### src/rtl/serial_tx_pkg.sv
`default_nettype none
// ============================================================================
// Module  : serial_tx_pkg
// Brief   : Shared types and constants for the serial word transmitter.
//           Holds the frame FSM state encoding, default parameter values and
//           the gap-counter width.
// Revision: 1.0 - initial release
// ============================================================================
package serial_tx_pkg;

  // Frame sequencer states; encoding width is fixed so lint and synthesis agree.
  typedef enum logic [1:0] {
    S_IDLE  = 2'd0,
    S_START = 2'd1,
    S_SHIFT = 2'd2,
    S_GAP   = 2'd3
  } state_t;

  localparam int DEFAULT_WIDTH = 8;
  localparam int DEFAULT_GAP   = 1;

  // Gap counter covers the full legal GAP range 0..15.
  localparam int GAP_CNT_W = 4;

endpackage : serial_tx_pkg
`default_nettype wire

### src/rtl/serial_neg_bit.sv
`default_nettype none
// ============================================================================
// Module  : serial_neg_bit
// Brief   : One-bit serial two's-complement stage. Passes bits up to and
//           including the first 1 of a frame, inverts every later bit.
//           clr starts a new frame; when clr and en coincide the current bit
//           is treated as the first bit of the new frame.
//           Built only when SERIAL_WORD_TX_NEGATE_EN is defined.
// Revision: 1.0 - initial release
// ============================================================================
`ifdef SERIAL_WORD_TX_NEGATE_EN
module serial_neg_bit (
  input  logic clk,
  input  logic clr,
  input  logic en,
  input  logic b,
  output logic y
);
  import serial_tx_pkg::*;

  logic seen;

  // Remember whether a 1 has already passed in this frame.
  always_ff @(posedge clk) begin
    seen <= (clr ? 1'b0 : seen) | (en & b);
  end

  // A stale flag from the previous frame must not affect the first bit.
  assign y = b ^ (seen & ~clr);

endmodule : serial_neg_bit
`endif
`default_nettype wire

### src/rtl/serial_word_tx.sv
`default_nettype none
// ============================================================================
// Module  : serial_word_tx
// Brief   : Parallel-to-serial transmitter. Accepts a WIDTH-bit word on a
//           valid/ready handshake, emits a one-cycle frame-reset pulse on
//           ser_r, then the word LSB-first on ser_i, then GAP idle cycles.
//           All outputs are registered.
//           Option SERIAL_WORD_TX_NEGATE_EN adds input neg: when set with the
//           word, the stream is the two's complement of din.
// Revision: 1.0 - initial release
// ============================================================================
module serial_word_tx
  import serial_tx_pkg::*;
#(
  parameter int WIDTH = DEFAULT_WIDTH,
  parameter int GAP   = DEFAULT_GAP
) (
  input  logic             t_clock,
  input  logic             r,
  input  logic [WIDTH-1:0] din,
  input  logic             din_valid,
`ifdef SERIAL_WORD_TX_NEGATE_EN
  input  logic             neg,
`endif
  output logic             din_ready,
  output logic             ser_i,
  output logic             ser_r,
  output logic             ser_valid,
  output logic             busy,
  output logic             done
);

  localparam int CNT_W = $clog2(WIDTH + 1);
  localparam logic [CNT_W-1:0]     BIT_LAST = CNT_W'(WIDTH - 1);
  localparam logic [GAP_CNT_W-1:0] GAP_LAST = GAP_CNT_W'((GAP > 0) ? GAP - 1 : 0);
  // With GAP=0 the frame returns straight to IDLE after the last bit.
  localparam state_t AFTER_SHIFT = (GAP == 0) ? S_IDLE : S_GAP;

  state_t                 state, state_n;
  logic [WIDTH-1:0]       sreg, sreg_n;
  logic [CNT_W-1:0]       bit_cnt, bit_cnt_n;
  logic [GAP_CNT_W-1:0]   gap_cnt, gap_cnt_n;

  logic ser_i_n, ser_r_n, ser_valid_n, din_ready_n, busy_n, done_n;
  logic shift_en;
  logic tx_bit;
  logic accept;

  assign accept = din_valid & din_ready;

`ifdef SERIAL_WORD_TX_NEGATE_EN
  logic neg_q, neg_q_n;
  logic neg_y;

  serial_neg_bit u_neg (
    .clk (t_clock),
    .clr (r | (state == S_START)),
    .en  (shift_en & ~r),
    .b   (sreg[0]),
    .y   (neg_y)
  );

  // Negation mode is latched with the word so a later change of neg is harmless.
  always_ff @(posedge t_clock) begin
    if (r) neg_q <= 1'b0;
    else   neg_q <= neg_q_n;
  end

  // Capture neg together with din on accept.
  always_comb begin
    neg_q_n = neg_q;
    if (state == S_IDLE && accept) neg_q_n = neg;
  end

  assign tx_bit = neg_q ? neg_y : sreg[0];
`else
  assign tx_bit = sreg[0];
`endif

  // State, datapath and registered outputs; reset also holds downstream cleared.
  always_ff @(posedge t_clock) begin
    if (r) begin
      state     <= S_IDLE;
      sreg      <= '0;
      bit_cnt   <= '0;
      gap_cnt   <= '0;
      ser_r     <= 1'b1;
      ser_i     <= 1'b0;
      ser_valid <= 1'b0;
      din_ready <= 1'b0;
      busy      <= 1'b0;
      done      <= 1'b0;
    end else begin
      state     <= state_n;
      sreg      <= sreg_n;
      bit_cnt   <= bit_cnt_n;
      gap_cnt   <= gap_cnt_n;
      ser_r     <= ser_r_n;
      ser_i     <= ser_i_n;
      ser_valid <= ser_valid_n;
      din_ready <= din_ready_n;
      busy      <= busy_n;
      done      <= done_n;
    end
  end

  // Next-state and next-output logic; outputs are derived from the next state
  // so that the registered outputs line up with the state they describe.
  always_comb begin
    state_n   = state;
    sreg_n    = sreg;
    bit_cnt_n = bit_cnt;
    gap_cnt_n = gap_cnt;
    shift_en  = 1'b0;
    done_n    = 1'b0;
    ser_i_n   = 1'b0;

    case (state)
      S_IDLE: begin
        if (accept) begin
          state_n = S_START;
          sreg_n  = din;
        end
      end
      S_START: begin
        // Leaving START presents bit 0 in the first SHIFT cycle.
        state_n   = S_SHIFT;
        bit_cnt_n = '0;
        shift_en  = 1'b1;
      end
      S_SHIFT: begin
        if (bit_cnt == BIT_LAST) begin
          state_n   = AFTER_SHIFT;
          gap_cnt_n = '0;
          done_n    = 1'b1;
        end else begin
          bit_cnt_n = bit_cnt + 1'b1;
          shift_en  = 1'b1;
        end
      end
      S_GAP: begin
        if (gap_cnt == GAP_LAST) state_n = S_IDLE;
        else                     gap_cnt_n = gap_cnt + 1'b1;
      end
      default: state_n = S_IDLE;
    endcase

    // Load the next serial bit into the output register and consume it.
    if (shift_en) begin
      ser_i_n = tx_bit;
      sreg_n  = {1'b0, sreg[WIDTH-1:1]};
    end

    ser_r_n     = (state_n == S_START);
    ser_valid_n = shift_en;
    din_ready_n = (state_n == S_IDLE);
    busy_n      = (state_n != S_IDLE);
  end

endmodule : serial_word_tx
`default_nettype wire

### config.mk
export PLATFORM = sky130hd
export DESIGN_NAME = serial_word_tx
export DESIGN_NICKNAME = d
export VERILOG_FILES = /design/src/rtl/serial_tx_pkg.sv /design/src/rtl/serial_neg_bit.sv /design/src/rtl/serial_word_tx.sv
export SDC_FILE = /design/constraint.sdc
export NUM_CORES = 1
export LEC_CHECK = 0
export BUFFER_PORTS_ARGS = -buffer_cell sky130_fd_sc_hd__buf_2
export CAP_MARGIN = 30
export CORE_MARGIN = 4
export CORE_UTILIZATION = 30
export CTS_CLUSTER_DIAMETER = 200
export CTS_CLUSTER_SIZE = 25
export DETAILED_ROUTE_END_ITERATION = 10
export PLACE_DENSITY = 0.5
export SKIP_LAST_GASP = 1
export SYNTH_ARGS = -nofsm -noshare
export SYNTH_HDL_FRONTEND = slang
export SYNTH_HIERARCHICAL = 1
export SYNTH_SLANG_ARGS = --single-unit
### constraint.sdc
create_clock -name t_clock -period 4.1 [get_ports t_clock]
set_input_delay 0.205 -clock t_clock [delete_from_list [all_inputs] [get_ports t_clock]]
set_output_delay 0.205 -clock t_clock [all_outputs]
set_load 0.01 [all_outputs]
## Word level (Yosys, flattened, before mapping)

Index checks and enable logic that the tools add are counted.

| storage, ports and cells | value |
|---|---|
| register bits | 24 |
| latch bits | 0 |
| RAM bits | 0 |
| memory bits (read-only) | 0 |
| bits of input ports | 11 |
| output and inout bits | 6 |
| word-level logic and storage cells | 54 |
| memories kept | 0 |

| cells by class | value |
|---|---|
| $add $sub $neg | 2 |
| multipliers | 0 |
| divide/modulo/power cells | 0 |
| magnitude comparators | 0 |
| equality and inequality tests | 8 |
| shift operators | 0 |
| multiplexer cells | 15 |
| bitwise operators | 3 |
| reduce and logical (&&, ||, !) cells | 15 |

Operator list:

| operator | count |
|---|---|
| $mux W7 | 3 |
| $pmux W4 S2 | 2 |
| $mux W4 | 3 |
| $reduce_bool A2 Y1 | 5 |
| $add A4 B1 Y4 const B | 2 |
| $pmux W2 S4 | 1 |
| $mux W2 | 3 |
| $ne A2 B2 Y1 const B | 3 |
| $reduce_and A2 Y1 | 3 |
| $reduce_or A2 Y1 | 3 |
| $eq A2 B1 Y1 const B | 2 |
| $eq A2 B2 Y1 const B | 2 |
| $eq A4 B3 Y1 const B | 1 |
| $logic_not A2 Y1 | 2 |
| $logic_not A4 Y1 | 1 |
| $reduce_and A3 Y1 | 1 |
| $mux W1 | 2 |
| $not A1 Y1 | 2 |
| $pmux W1 S2 | 1 |
| $and A1 B1 Y1 | 1 |

## Longest topological paths before layout

Gate-level depths: netlist (run 1).

| depth | value |
|---|---|
| word-level depth | 5 |
| mapped depth | 7 |
| depth with buffers taken out | 6 |

## Worst setup path after synthesis (run 1)

No wires, ideal clock.

| path | value |
|---|---|
| kind | register to register |
| start | register gap_cnt[0] |
| end | register gap_cnt[0] |
| setup time | 0.128 ns |
| arrival time | 1.412 ns |
| data required time | 3.972 ns |
| path slack | 2.561 ns |
| stages on the path, launching flop included | 7 |
| path buffers | 0 |
| clock period less this slack | 1.539 ns |
| cell sequence | dfxtp_1 -> inv_1 -> ha_1 -> and4bb_1 -> a211oi_2 -> mux2i_1 -> nor2_1 |

| on the way | value |
|---|---|
| word-level cells in the longest chain between the ends | 3 |
| elaborated cells between the ends (all ways) | 6 |
| those cells by class | 1 x add/sub; 1 x eq/ne; 2 x mux; 2 x reduce/logical |

RTL lines:

| element | RTL line | RTL |
|---|---|---|
| from (decl) | serial_word_tx.sv:42 | `logic [GAP_CNT_W-1:0] gap_cnt, gap_cnt_n;` |
| from (signal assigned) | serial_word_tx.sv:97 | `gap_cnt <= gap_cnt_n;` |
| $add A4 B1 Y4 / $logic_not A4 Y1 (equally long branches) | serial_word_tx.sv:143, serial_word_tx.sv:142 |  |
| $mux W4 / $ne A2 B2 Y1 (equally long branches) | n/a |  |
| $pmux W4 S2 / $reduce_and A3 Y1 (equally long branches) | n/a |  |

Several ways; a longest one is shown, not always the timed one. The select of a mux whose other input is x is not followed.
A chain may end at the register's enable or synchronous reset.

## Worst setup path in the final report (run 1)

| path | value |
|---|---|
| start | register state[1] |
| end | register din_ready |

| on the way | value |
|---|---|
| word-level cells in the longest chain between the ends | 3 |
| elaborated cells between the ends (all ways) | 9 |
| those cells by class | 3 x eq/ne; 4 x mux; 2 x reduce/logical |

RTL lines:

| element | RTL line | RTL |
|---|---|---|
| from (decl) | serial_word_tx.sv:39 | `state_t state, state_n;` |
| from (signal assigned) | serial_word_tx.sv:94 | `state <= state_n;` |
| $eq A2 B2 Y1 (tied with other cells) | serial_word_tx.sv:118 | `case (state)` |
| $pmux W2 S4 (*) | serial_word_tx.sv:118 |  |
| $logic_not A2 Y1 (*) | serial_word_tx.sv:156 | `din_ready_n = (state_n == S_IDLE);` |
| to (signal assigned) | serial_word_tx.sv:101 | `din_ready <= din_ready_n;` |
| to (decl) | serial_word_tx.sv:25 | `output logic din_ready,` |

Every way passes the cells marked *; elsewhere a longest branch is shown, timed or not.

==> flow_summary.ini, run 1 <==
[run_status]
status = finished clean

[timing]
finalHoldViolCount = 0
finalCritPeriodShare_pct = 47.6
setup_viol = 0
timing.fmax_mhz = 513
clock_skew_ps = 1.73
rsz0062_at_grt = false
finalCriticalPeriod_ps = 1950
finalMaxSlewViolations = 0
fin_ws_ps = 2150
worst_pin_slew_ps = 576
slew_headroom_pct = 61.5
setup_tns_ps = 0

[floorplanning]
die_x_um = 70.6
fp-row-count = 22
io_pins = 17
die_h_um = 70.6
dieArea_um2 = 4990
core_um2 = 3720
initial_core_util_pct = 31.7

[route]
drtIter0Drc = 32
wl_per_cell_um = 12.1
vias = 902
drc = 0
drtAntennaViolNets = 0
via_per_inst = 4.90
wl_um = 2220
drtPass1Iterations = 3

[worst_setup_path]
cpPeakStageDelay_ps = 470
cpMaxStageDelayCell = nand3_1
crit_required_ps = 4250
worst-path-buf-inv = 1
start_kind = register
arrival_ps = 2100
cp_top_family = simple AND/OR/NAND/NOR gates
criticalPathCategory = reg2reg
crit_path_end_kind = register
cp_max_fo = 9
path_cells = inv_1, ha_1, nand3_1, o211ai_1, o31ai_1, nor3b_1

[synth]
yosys.area.top_type = dfxtp_1
synth_fa_ha_area_share_pct = 7.44
syn-mean-instance-area_um2 = 9.73
synth_xor_area_share_pct = 0.744
yosys.area_share.simple_pct = 18.6
synth.cell_area_um2 = 1180
async_flop_share_pct = 0
yosysTopAreaCellShare_pct = 40.8
synth-compound-area-share_pct = 18.9
syn_nets = 139
synth.distinct_cells = 39
seq_area_frac_synth_pct = 40.8
yosysWarnings = 6
ys_ff_latch = 24
synth_edf_count = 0
yosys-top-cells-area = dfxtp_1 (41%), mux2i_1 (8.5%), ha_1 (7.4%)
synthMuxAreaShare_pct = 8.50
ys.flop_type = dfxtp_1
syn_inst = 121
synth_top_family_by_area = compound AO/OA/AOI/OAI gates

[worst_hold_path]
holdCritPathClass = in2reg

[global_route]
overflow = 0
grt_pass1_vias = 862
use_met1_pct = 12.4
grt_usage_pct = 9.34
grt.met2_usage_pct = 14.1
met3_usage_pct = 2.41
antenna_found_initial = 0
grt_max_degree = 23
grt_pass1_wl_um = 3810
top_usage_layer = met2

[clock_network]
cts.sinks = 24
cts_setup_buffers = 0
path_clk_slew_ps = 90
cts_tree = yes
cts_max_level = 1
insertion_delay_ps = 270
cts_hold_buf = 0
cts_buffers = 3
cts_buffer_depth = 2
cts_root_buf = clkbuf_8
cts_resized = 0

[pwr]
powerDensity_nw_per_um2 = 389
leakagePower_nw = 0.616
power_uw = 531
vdd.ir_drop.worst_v = 0.000154

[layout]
drive_gt1_share_pct = 19.1
finalNetCount = 155
final_cells = 184
final_core_util_pct = 36.7
antenna_cells = 0
syn_to_final_growth_pct = 15.8

[placement]
port_buffers = 16
gp_congestion = 0.738
dp_slack_ps = 2150
place_hpwl_um = 1560
place_inst = 180

[job]
maxCapViolations = 0
## final cells by class
cell class,count,area (µm²)
Fill cell,384,2350
Multi-Input combinational cell,83,638
Sequential cell,24,480
Timing Repair Buffer,16,80.1
Tap cell,48,60.1
Clock buffer,3,41.3
Inverter,9,33.8
Clock inverter,1,30.0
## flip-flops by register name (all words and copies together) (netlist names)
register   count
busy           1
sreg           8
gap_cnt        4
ser_i          1
state          2
ser_valid      1
din_ready      1
ser_r          1
bit_cnt        4
done           1
## stage by stage
stage	cell area (µm²)	hold WS, ps
after CTS	1360	225
after floorplan	1180	285
final	1360	225
after detailed placement	1290	454
after global placement	1290	449
after global routing	1360	236
## worst paths after layout
kind	startpoint	endpoint	slack, ps	cells after the start
min reg2reg	sreg[0]	ser_i	470	1
max reg2reg	state[1]	din_ready	2150	6
min	din[7]	sreg[7]	220	3
max	state[1]	din_ready	2150	6
## report_power, final
group	leakage (nW)	total [mW]	internal (mW)	switching (mW)
clock network	0.0357	0.211	0.131	0.0800
logic	0.386	0.0659	0.0294	0.0364
registers	0.195	0.254	0.247	0.00698
## Yosys cell counts (2+ instances only)
library cell and number:
clkbuf_1 2, nor3_1 2, and2_1 3, ha_1 7
nor3b_1 2, inv_1 8, nand3_1 3, a211oi_1 7
o21bai_1 2, buf_2 2, a21oi_1 5, dfxtp_1 24
nor2_1 19, mux2i_1 10
## per-layer routing
layer	part of all wire (%)	up-vias
li1	-	464
met1	51	425
met2	45	11
met3	3.6	2
met4	1.0	0
met5	0	-
## cell usage in the layout (no fill, tap or decap), types with 2 or more instances in the layout
master / instances
o21bai_1: 2
ha_1: 7
nor2_1: 19
inv_1: 8
a211oi_1: 7
a21oi_1: 5
and2_1: 3
dfxtp_1: 24
buf_2: 16
nor3b_1: 2
clkbuf_8: 3
mux2i_1: 10
nand3_1: 3
nor3_1: 2
## cells by family (layout without fill, tap and decap cells)
group,count (synthesis),after routing
flops,24,24
simple gates,38,38
compound gates,27,27
mux,10,10
buf+inv,14,29
fa+ha+maj,7,7
xor+xnor,1,1
## worst reg2reg max path: cells and delay by family (launching register included)
family / cells / cell delay, ps
adder cells (fa/ha/maj): 1 / 300
AO/OA/AOI/OAI: 2 / 430
flip-flops: 1 / 350
buffers and inverters: 1 / 110
AND/OR/NAND/NOR: 2 / 650
(Power assumes the default switching activity.)
==> run 2: changes to the inputs <==
ABC_AREA = 1   (was default)
clock period = 2 ns   (was 4.1 ns; I/O delays follow)
==> run 2 against run 1 <==
Effect of this change: first-iteration DRC count grew 100%; via count grew 21%; sequential power rose to 2.7 times the previous value; register-to-register slack lost 1700 ps; area after synthesis grew 12%; sequential share of layout area decreased by 2.7 points.
==> flow_summary.ini, run 2 <==
[pwr]
leakagePower_nw = 0.641
vdd.ir_drop.worst_v = 0.000693
powerDensity_nw_per_um2 = 1360

[floorplanning]
dieArea_um2 = 5520
die_x_um = 74.3
die_h_um = 74.3
initial_core_util_pct = 32.0
io_pins = 17
core_um2 = 4120
fp-row-count = 23

[synth]
synth.distinct_cells = 23
syn_inst = 174
yosysMostFrequentCell = nand2_1
ys.flop_type = dfxtp_1
async_flop_share_pct = 0
syn_nets = 192
seq_area_frac_synth_pct = 36.5
yosys.area.top_type = dfxtp_1
synthTopCellsByCount = nand2_1 (50), dfxtp_1 (24), inv_1 (18), nor2_1 (13), nand3_1 (12)
yosysTopAreaCellShare_pct = 36.5
synth_edf_count = 0
yosysWarnings = 6
yosys-top-cells-area = dfxtp_1 (36%), nand2_1 (14%), ha_1 (6.6%)
ys_ff_latch = 24
syn-mean-instance-area_um2 = 7.57
synth.cell_area_um2 = 1320

[clock_network]
cts.sinks = 24
cts_setup_buffers = 0
insertion_delay_ps = 270
cts_root_buf = clkbuf_8
path_clk_slew_ps = 90
cts_buffer_depth = 2
cts_hold_buf = 0
cts_buffers = 3
cts_tree = yes
cts_max_level = 1
cts_resized = 0

[layout]
final_common_cell = nand2_1
final_cells = 239
final_core_util_pct = 35.9
syn_to_final_growth_pct = 12.1
antenna_cells = 0
drive_gt1_share_pct = 22.8
final_cell_mix = nand2_1 (50), dfxtp_1 (24), inv_1 (18), buf_2 (16), nor2_1 (13)
top_regs = sreg (8), bit_cnt (4), gap_cnt (4)
design_area_um2 = 1480
regMostFlops = sreg
largest_reg_flops = 8
finalNetCount = 208

[route]
wl_per_cell_um = 10.9
drtIter0Drc = 64
via_per_inst = 4.55
wl_um = 2610
drtAntennaViolNets = 0
drtPass1Iterations = 4
vias = 1087
drc = 0

[placement]
gp_congestion = 0.859
dpl-instance-area_um2 = 1420
place_hpwl_um = 1930
port_buffers = 16
place_inst = 235

[worst_setup_path]
start_kind = register
cp_top_family = simple AND/OR/NAND/NOR gates
cpPeakStageDelay_ps = 400
worst-path-buf-inv = 1
r2r-start = state[0]
crit_required_ps = 2150
crit_start = state[0]
path_cells = inv_1, ha_1, nand2_4, nand2_4, nand2_8, nand2_1, nand2_1, a21oi_2
cpMaxStageDelayCell = dfxtp_1
crit_path_end_kind = register
cp_max_fo = 17
reg2reg_slack_ps = 450
arrival_ps = 1700
criticalPathCategory = reg2reg

[timing]
rsz0062_at_grt = false
finalMaxSlewViolations = 0
timing.fmax_mhz = 646
setup_viol = 0
setup_tns_ps = 0
worst_pin_slew_ps = 478
slew_headroom_pct = 68.2
holdWs_ps = 99.7
finalCritPeriodShare_pct = 77.4
finalHoldViolCount = 0
finalCriticalPeriod_ps = 1550
clock_skew_ps = 5.66

[global_route]
grt_pass1_wl_um = 4590
overflow = 0
grt_pass1_vias = 1047
antenna_found_initial = 0
grt_usage_pct = 10.5
grt_max_degree = 21

[job]
maxCapViolations = 0

[worst_hold_path]
holdCritPathClass = in2reg
hp-start = din[7]

[run_status]
status = finished clean
[run 2: worst paths after layout]
check | to | cells after the start
worst min-delay path | sreg[7] | 3
worst min register to register | sreg[5] | 2
worst max-delay path | sreg[2] | 8
worst max register to register | sreg[2] | 8
[run 2: area by class of cell]
class                           count  area (µm²)
Tap cell                           50        62.6
Clock buffer                        4        55.1
Inverter                           21        78.8
Fill cell                         444        2640
Timing Repair Buffer               16        80.1
Multi-Input combinational cell    124         719
Sequential cell                    24         480
[run 2: report_power, final]
group	internal [mW]	leakage (nW)	switching [mW]
logic	0.342	0.416	0.643
registers	0.604	0.196	0.0835
clock network	0.176	0.0288	0.159
[run 2: worst register-to-register path: stages, from the launching register on]
cell and delay [ps]:
dfxtp_1 400, inv_1 80, ha_1 320, nand2_4 160, nand2_4 110, nand2_8 150, nand2_1 70, nand2_1 80
a21oi_2 50
[run 2: cell families after synthesis]
family | after synthesis | synth area share [%]
AO/OA/AOI/OAI | 23 | 11.1
XOR/XNOR | 2 | 1.33
adder cells (fa/ha/maj) | 7 | 6.65
buffers and inverters | 26 | 8.93
flip-flops | 24 | 36.5
AND/OR/NAND/NOR | 92 | 35.5
[run 2: per-stage QoR]
stage / setup WS, ps / power [mW]
after floorplan: 579 / 1.53
after global placement: 475 / 1.70
after detailed placement: 456 / 1.69
after CTS: 446 / 2.03
after global routing: 295 / 2.21
final: 452 / 2.01
[run 2: layer usage]
| metal | global-route usage, % | part of all wire [%] |
|---|---|---|
| met5 | 0 | 0 |
| met4 | 2.37 | 0.73 |
| met3 | 2.84 | 3.4 |
| met2 | 17.9 | 46 |
| met1 | 13.3 | 50 |
==> run 3: changes to the inputs <==
PLACE_DENSITY = 0.52   (was 0.5)
clock period = 1.34 ns   (was 2 ns; I/O delays follow)
==> run 3 against run 2 <==
Effect of this change: global-route usage is 0.24 points higher; sequential share of layout area down 6.0 points; register-to-register slack worse by 390 ps; critical endpoint is now din_ready; first-iteration DRC count up 1.6%; routed wire length rose by 14%; largest power group unchanged.
==> flow_summary.ini, run 3 (synthesis gave the netlist of run 2 again) <==
[route]
top_layer = met4
dr_wl_met2_um = 1540
vias = 1227
wl_per_cell_um = 11.2
drtIter0Drc = 65
drc = 0
wl_um = 2980
drtAntennaViolNets = 0
drtPass1Iterations = 4
route.met3.wl_um = 102
met1_length_um = 1330
via_per_inst = 4.60

[global_route]
grt_pass1_wl_um = 4690
overflow = 0
grt_pass1_vias = 1096
grt_max_degree = 14
grt_usage_pct = 10.8
antenna_found_initial = 0

[clock_network]
cts_hold_buf = 0
insertion_delay_ps = 260
path_clk_slew_ps = 90
cts.sinks = 24
cts_max_level = 1
cts_root_buf = clkbuf_8
cts_tree = yes
cts_buffer_depth = 2
cts_buffers = 3

[pwr]
power_mw = 4.04
p_comb_share_pct = 61.8
leakagePower_nw = 0.803
seq_power_share_pct = 25.9
vdd.ir_drop.worst_v = 0.000881
powerDensity_nw_per_um2 = 2170
sw_frac_of_total_pct = 42.8
internal_power_mw = 2.31
clockPowerShare_pct = 12.3
p_switching_mw = 1.73

[placement]
port_buffers = 16
gp_congestion = 0.772
place_hpwl_um = 2060

[floorplanning]
fp-row-count = 23
dieArea_um2 = 5520
io_pins = 17
core_um2 = 4120
die_h_um = 74.3
die_x_um = 74.3
initial_core_util_pct = 32.0

[timing]
clock_skew_ps = 3.90
setup_tns_ps = 0
slew_headroom_pct = 84.0
rsz0062_at_grt = true
worst_pin_slew_ps = 239
timing.fmax_mhz = 781
finalHoldViolCount = 0
finalCriticalPeriod_ps = 1280
finalCritPeriodShare_pct = 95.5
setup_viol = 0
finalMaxSlewViolations = 0

[layout]
syn_to_final_growth_pct = 41.1
regArea_um2 = 493
regMostFlops = sreg
largest_reg_flops = 8
drive_gt1_share_pct = 44.2
final_cell_mix = nand2_1 (42), buf_4 (21), dfxtp_1 (18), buf_2 (16), inv_1 (15)
final_common_cell = nand2_1
antenna_cells = 0
top_regs = sreg (8), bit_cnt (4), gap_cnt (4)
finalNetCount = 236
multi_input_area_um2 = 851
fillerInstances = 420

[worst_setup_path]
start_kind = register
arrival_ps = 1440
criticalPathCategory = reg2reg
cp_max_fo = 3
crit_path_end_kind = register
crit_required_ps = 1500

[worst_hold_path]
holdCritPathClass = in2reg

[run_status]
status = finished clean

[job]
maxCapViolations = 0
==> run 3: cell type report <==
class	count	area share [%]
repair buffers	41	16.6
inverters	21	4.78
flip-flops and latches	24	26.5
clock buffers	4	2.96
multi-input cells	127	45.8
well taps	50	3.36
==> run 3: final timing paths <==
check / startpoint / endpoint / slack, ps / cells after the start
max: bit_cnt[0] / din_ready / 60 / 8
min: din[7] / sreg[7] / 80 / 3
max reg2reg: bit_cnt[0] / din_ready / 60 / 8
min reg2reg: sreg[0] / sreg[0] / 480 / 2
==> run 3: metal layers <==
layer  GRT usage, %  vias to the layer above
met5              0                        -
met4           1.19                        0
met3           2.43                        2
met2           19.9                       16
met1           13.1                      560
li1               -                      649
==> run 3: per-stage QoR <==
step                setup WS [ps]  hold WS, ps  instances  util (%)  instance area (µm²)
floorplan                    14.4          200        174         -                 1340
global placement            -96.1          354        256      39.4                 1620
detailed placement           -118          366        256      39.4                 1620
CTS                         -12.1         82.3        262      41.5                 1710
global route                -39.2         84.7        267      45.2                 1860
finish                       60.4         78.5        267      45.2                 1860
==> run 3: repair_timing <==
item | 4_1_cts | 5_1_grt
gates resized for setup | 6 | 29
gates cloned | 1 | 2
pin swaps | 2 | 11
buffers inserted | 1 | 3
setup endpoints to repair | 17 | 21
==> run 3: worst max-delay path, stage by stage (launching register included) <==
cell and delay (ps):
dfxtp_2 370, ha_4 150, nand2_1 80, nor2_2 110, nand2_1 100, a21oi_2 180
nand2_2 90, nand2_1 60, nor2_1 30
==> run 3: power by group through the flow <==
stage	registers [mW]	logic, mW	clock network [mW]
3_5_place_dp	1.02	1.96	0
5_1_grt	1.07	2.75	0.549
2_1_floorplan	1.04	1.31	0
4_1_cts	1.01	2.06	0.518
3_3_place_gp	1.02	1.95	0
6_report	1.05	2.49	0.497
